## src/rtl/simple_logic_pipe.sv

```systemverilog
// rtl/simple_logic_pipe.sv - valid/ready pipelined bitwise logic cell with result counter (optional parity: SIMPLE_LOGIC_PIPE_PARITY_EN)
//
// Four WIDTH-bit operands are combined by a mode-selected bitwise function in
// front of stage 0; later stages only move {valid, out, ab, cd} forward.
// Ready ripples combinationally from the output back to in_ready so empty
// stages always accept and a full pipe refills in the cycle it drains.
// Defining SIMPLE_LOGIC_PIPE_PARITY_EN adds out_par, the XOR-reduction of the
// result, computed before stage 0 and carried alongside the data.

module simple_logic_pipe #(
  parameter int WIDTH  = 8,
  parameter int STAGES = 2,
  parameter int CNT_W  = 16
) (
  input  logic             clk,
  input  logic             reset,
  input  logic             in_valid,
  output logic             in_ready,
  input  logic [1:0]       mode,
  input  logic [WIDTH-1:0] a,
  input  logic [WIDTH-1:0] b,
  input  logic [WIDTH-1:0] c,
  input  logic [WIDTH-1:0] d,
  output logic             out_valid,
  input  logic             out_ready,
  output logic [WIDTH-1:0] out,
  output logic [WIDTH-1:0] out_ab,
  output logic [WIDTH-1:0] out_cd,
`ifdef SIMPLE_LOGIC_PIPE_PARITY_EN
  output logic             out_par,
`endif
  output logic [CNT_W-1:0] result_cnt
);

  // Stage 0 next-state values produced by the logic function
  logic [WIDTH-1:0] ab_d;
  logic [WIDTH-1:0] cd_d;
  logic [WIDTH-1:0] res_d;

  // Pipeline state, index 0 is nearest the inputs
  logic [STAGES-1:0] valid_q;
  logic [WIDTH-1:0]  res_q [STAGES];
  logic [WIDTH-1:0]  ab_q  [STAGES];
  logic [WIDTH-1:0]  cd_q  [STAGES];

  // What each stage would load: the inputs for stage 0, the previous stage otherwise
  logic [STAGES-1:0] up_valid;
  logic [WIDTH-1:0]  up_res [STAGES];
  logic [WIDTH-1:0]  up_ab  [STAGES];
  logic [WIDTH-1:0]  up_cd  [STAGES];

  // stage_ready[STAGES] is the downstream ready
  logic [STAGES:0] stage_ready;

  logic [CNT_W-1:0] cnt_q;
  logic [CNT_W-1:0] cnt_d;

`ifdef SIMPLE_LOGIC_PIPE_PARITY_EN
  logic              par_d;
  logic [STAGES-1:0] par_q;
  logic [STAGES-1:0] up_par;
`endif

  // Mode-selected bitwise function, evaluated only ahead of stage 0
  always_comb begin
    ab_d  = '0;
    cd_d  = '0;
    res_d = '0;
    case (mode)
      2'b00: begin
        ab_d  = a | b;
        cd_d  = c | d;
        res_d = ab_d & cd_d;
      end
      2'b01: begin
        ab_d  = a & b;
        cd_d  = c & d;
        res_d = ab_d | cd_d;
      end
      2'b10: begin
        ab_d  = a ^ b;
        cd_d  = c ^ d;
        res_d = ab_d ^ cd_d;
      end
      default: begin
        ab_d  = a | b;
        cd_d  = c | d;
        res_d = ~(ab_d & cd_d);
      end
    endcase
  end

`ifdef SIMPLE_LOGIC_PIPE_PARITY_EN
  // Parity of the stage 0 result, carried like the data
  always_comb begin
    par_d = ^res_d;
  end
`endif

  // Ready ripples from the output back towards the input; an empty stage always accepts
  always_comb begin
    logic r;
    r = out_ready;
    stage_ready[STAGES] = out_ready;
    for (int i = STAGES - 1; i >= 0; i--) begin
      r = !valid_q[i] || r;
      stage_ready[i] = r;
    end
  end

  // Upstream source for every stage
  always_comb begin
    up_valid[0] = in_valid;
    up_res[0]   = res_d;
    up_ab[0]    = ab_d;
    up_cd[0]    = cd_d;
`ifdef SIMPLE_LOGIC_PIPE_PARITY_EN
    up_par[0]   = par_d;
`endif
    for (int i = 1; i < STAGES; i++) begin
      up_valid[i] = valid_q[i-1];
      up_res[i]   = res_q[i-1];
      up_ab[i]    = ab_q[i-1];
      up_cd[i]    = cd_q[i-1];
`ifdef SIMPLE_LOGIC_PIPE_PARITY_EN
      up_par[i]   = par_q[i-1];
`endif
    end
  end

  // Stage registers: advance when ready, data only captured alongside a valid
  always_ff @(posedge clk or posedge reset) begin
    if (reset) begin
      valid_q <= '0;
`ifdef SIMPLE_LOGIC_PIPE_PARITY_EN
      par_q   <= '0;
`endif
      for (int i = 0; i < STAGES; i++) begin
        res_q[i] <= '0;
        ab_q[i]  <= '0;
        cd_q[i]  <= '0;
      end
    end else begin
      for (int i = 0; i < STAGES; i++) begin
        if (stage_ready[i]) begin
          valid_q[i] <= up_valid[i];
          if (up_valid[i]) begin
            res_q[i] <= up_res[i];
            ab_q[i]  <= up_ab[i];
            cd_q[i]  <= up_cd[i];
`ifdef SIMPLE_LOGIC_PIPE_PARITY_EN
            par_q[i] <= up_par[i];
`endif
          end
        end
      end
    end
  end

  // Delivered-result count, wraps naturally at 2^CNT_W
  always_comb begin
    cnt_d = cnt_q;
    if (out_valid && out_ready) begin
      cnt_d = cnt_q + CNT_W'(1);
    end
  end

  // Counter register
  always_ff @(posedge clk or posedge reset) begin
    if (reset) begin
      cnt_q <= '0;
    end else begin
      cnt_q <= cnt_d;
    end
  end

  assign in_ready   = stage_ready[0];
  assign out_valid  = valid_q[STAGES-1];
  assign out        = res_q[STAGES-1];
  assign out_ab     = ab_q[STAGES-1];
  assign out_cd     = cd_q[STAGES-1];
  assign result_cnt = cnt_q;
`ifdef SIMPLE_LOGIC_PIPE_PARITY_EN
  assign out_par    = par_q[STAGES-1];
`endif

endmodule

```

## config.mk

```make
export PLATFORM = sky130hd
export DESIGN_NAME = simple_logic_pipe
export DESIGN_NICKNAME = d
export VERILOG_FILES = /design/src/rtl/simple_logic_pipe.sv
export SDC_FILE = /design/constraint.sdc
export NUM_CORES = 1
export LEC_CHECK = 0
export BUFFER_PORTS_ARGS = -buffer_cell sky130_fd_sc_hd__buf_4
export CELL_PAD_IN_SITES_DETAIL_PLACEMENT = 1
export CELL_PAD_IN_SITES_GLOBAL_PLACEMENT = 1
export CORE_MARGIN = 1
export CORE_UTILIZATION = 39
export DETAILED_ROUTE_END_ITERATION = 8
export PLACE_DENSITY_LB_ADDON = 0.1
export SLEW_MARGIN = 0
export SYNTH_ARGS = -nofsm -noshare
export SYNTH_HDL_FRONTEND = slang
export SYNTH_SLANG_ARGS = --single-unit
```

## constraint.sdc

```tcl
create_clock -name clk -period 1.98 [get_ports clk]
set_input_delay 0.396 -clock clk [delete_from_list [all_inputs] [get_ports clk]]
set_output_delay 0.396 -clock clk [all_outputs]
set_load 0.005 [all_outputs]
```

==> impl_metrics.json <==
{
  "post-route-min-period_ns": 1.570,
  "tightest_slew_ns": 0.5923,
  "nNetsFinal": 509,
  "syn_nets": 453,
  "ant_nets": 0,
  "dieArea_um2": 10520,
  "path_cells": "nand3b_1 > buf_4",
  "root_buffer": "clkbuf_8",
  "ys_seq_area_share_pct": 41.88,
  "avgViaCountPerCell": 5.002,
  "vias": 2861,
  "status": "complete, no violations",
  "cts_buffers": 9,
  "synthCells": 378,
  "area_growth_pct": 20.40,
  "cts.path.max_buffers": 2,
  "cp_max_fo": 6,
  "start_kind": "flip-flop",
  "rows": 36,
  "cts_tree": "yes",
  "io_pins": 80,
  "die_h_um": 102.6,
  "rsz0062_at_grt": "false",
  "antenna_found_initial": 0,
  "timing.final.crit_share_pct": 79.28,
  "layout_commonest_cell": "buf_4",
  "r2r.worst_path.cells": 5,
  "drive_above_1_share_pct": 29.38,
  "firstDrtPassIters": 4,
  "power_uw": 4196,
  "synth_area_leader_cell": "dfrtp_1",
  "fmax_ghz": 0.6370,
  "finalMaxSlewViolations": 0,
  "clkTransAtPathRegs_ns": 0.07,
  "ys_ff_latch": 66,
  "ys_types": 29,
  "layout_common_cells": "81 x buf_4, 66 x dfrtp_1, 37 x inv_1, 37 x ha_1, 36 x nand2_1",
  "critPathKind": "reg2out",
  "critPathRequiredTime_ns": 1.58,
  "cpMaxStageDelayCell": "dfrtp_1",
  "max_stage_delay_ns": 0.49,
  "fin_tns_setup_ns": 0,
  "fp.dieW_um": 102.6,
  "drt_iter0_markers": 60,
  "power_density_nw_per_um2": 883.6,
  "grt_pass1_wl_um": 14470,
  "ir_worst_vdd_uv": 327.0,
  "wirelength_um": 8689,
  "crit_family": "flip-flops",
  "grt_max_degree": 67,
  "cts_max_level": 3,
  "reg2reg_to": "result_cnt[14]$_DFFE_PP0P_",
  "cap_viol_max_count": 0,
  "synth-main-ff-cell": "dfrtp_1",
  "post-cts-setup-buffer-count": 0,
  "antenna_cells": 0,
  "finalCoreUtilization_pct": 48.58,
  "skew_ns": 0.01066,
  "setup_violations": 0,
  "ys_warn_count": 0,
  "hold_viol": 0,
  "core-area_um2": 9774,
  "track_usage_pct": 18.28,
  "synth_edf_count": 0,
  "finalWeightedCongestion": 0.7917,
  "critical_path_buf_inv_count": 1,
  "synth_area_leaders": "dfrtp_1 42%, ha_1 12%, mux2_2 6.0%",
  "ys_async_sr_fraction_pct": 100.0,
  "holdWs_ns": 0.1403,
  "grt_pass1_vias": 3013,
  "io_buffer_count": 79,
  "min_path_type": "in2async",
  "drcViolationCount": 0,
  "power.leakage_uw": 0.002377,
  "synth_top_cell_area_share_pct": 41.88,
  "end_kind": "output port",
  "arrival_ns": 1.17,
  "avgRoutedWirePerCell_um": 15.19,
  "hpwl_um": 6372,
  "clkSinkCount": 66,
  "r2r-start": "result_cnt[0]$_DFFE_PP0P_",
  "syn_area_per_cell_um2": 10.43,
  "cp.depth": 2,
  "ctsResizeCount": 0,
  "start_util_pct": 40.35,
  "overflow": 0,
  "clock_latency_ns": 0.34,
  "regToRegSetupSlack_ns": 0.46,
  "hold_buffers": 0,
  "slew_headroom_pct": 60.51,
  "syn_area_um2": 3944
}
layer usage:
layer / track usage (%) / wire, µm
met1: 22.51 / 3703
met4: 5.934 / 114
met2: 31.79 / 4512
met3: 3.932 / 358
met5: 0 / 0
registers in the layout (all words and copies together), names as in the netlist:
name	flops
valid_q	2
out	8
res_q	8
result_cnt	16
out_ab	8
cd_q	8
out_cd	8
ab_q	8
worst max-delay path by stage:
| stage | start | endpoint | slack (ns) |
|---|---|---|---|
| 2_1_floorplan | mode[0] | ab_q[15]$_DFFE_PP0P_ | 0.24 |
| 3_3_place_gp | mode[0] | cd_q[15]$_DFFE_PP0P_ | 0.39 |
| 3_5_place_dp | mode[0] | ab_q[13]$_DFFE_PP0P_ | 0.33 |
| 4_1_cts | valid_q[1]$_DFFE_PP0P_ | in_ready | 0.37 |
| 5_1_grt | valid_q[1]$_DFFE_PP0P_ | in_ready | 0.29 |
| 6_report | valid_q[1]$_DFFE_PP0P_ | in_ready | 0.41 |
layout make-up:
type,instances,area [µm²]
clock buffer,12,165.2
clock inverter,4,48.80
fill,1114,5026
inverter,38,146.4
multi-input combinational,234,1882
sequential,66,1652
tap,133,166.4
timing repair buffer,85,688.2
worst min-delay path, cell delays in order:
cell	delay, ns
buf_4	0.12
clkinvlp_4	0.07
buf_12	0.31
Yosys cell counts (11+ instances only):
cell and n:
buf_4 29, o21ai_1 21, ha_1 37, dfrtp_1 66
nand2_1 36, o21ai_0 11, inv_1 38, a22oi_1 16
xor2_1 15, nor2_1 11, mux2_2 21, mux2_1 20
report_power, final:
part	internal, µW	leakage [µW]	total (µW)	switching [µW]
clock	683	0.000112	1200	517
sequential	1640	0.000824	1870	227
combinational	640	0.00144	1130	489
metrics by stage:
| step | std cells | worst slack, ns | cell area, µm² |
|---|---|---|---|
| after CTS | 572 | 0.3697 | 4748 |
| after detailed placement | 556 | 0.3262 | 4534 |
| after global placement | 556 | 0.3891 | 4534 |
| after global routing | 572 | 0.2873 | 4748 |
| final | 572 | 0.4102 | 4748 |
| after floorplan | 378 | 0.2436 | 3948 |
cell families (layout without fill, tap and decap cells):
| family | after synthesis | in the layout | share of synthesized area, % |
|---|---|---|---|
| buffers and inverters | 78 | 139 | 10.41 |
| AND/OR/NAND/NOR | 69 | 69 | 9.010 |
| flip-flops | 66 | 66 | 41.88 |
| AO/OA/AOI/OAI | 64 | 64 | 10.15 |
| multiplexers | 41 | 41 | 11.71 |
| adder cells (fa/ha/maj) | 37 | 37 | 11.74 |
| XOR/XNOR | 23 | 23 | 5.108 |
No activity file was read; power rests on OpenSTA's default activity.
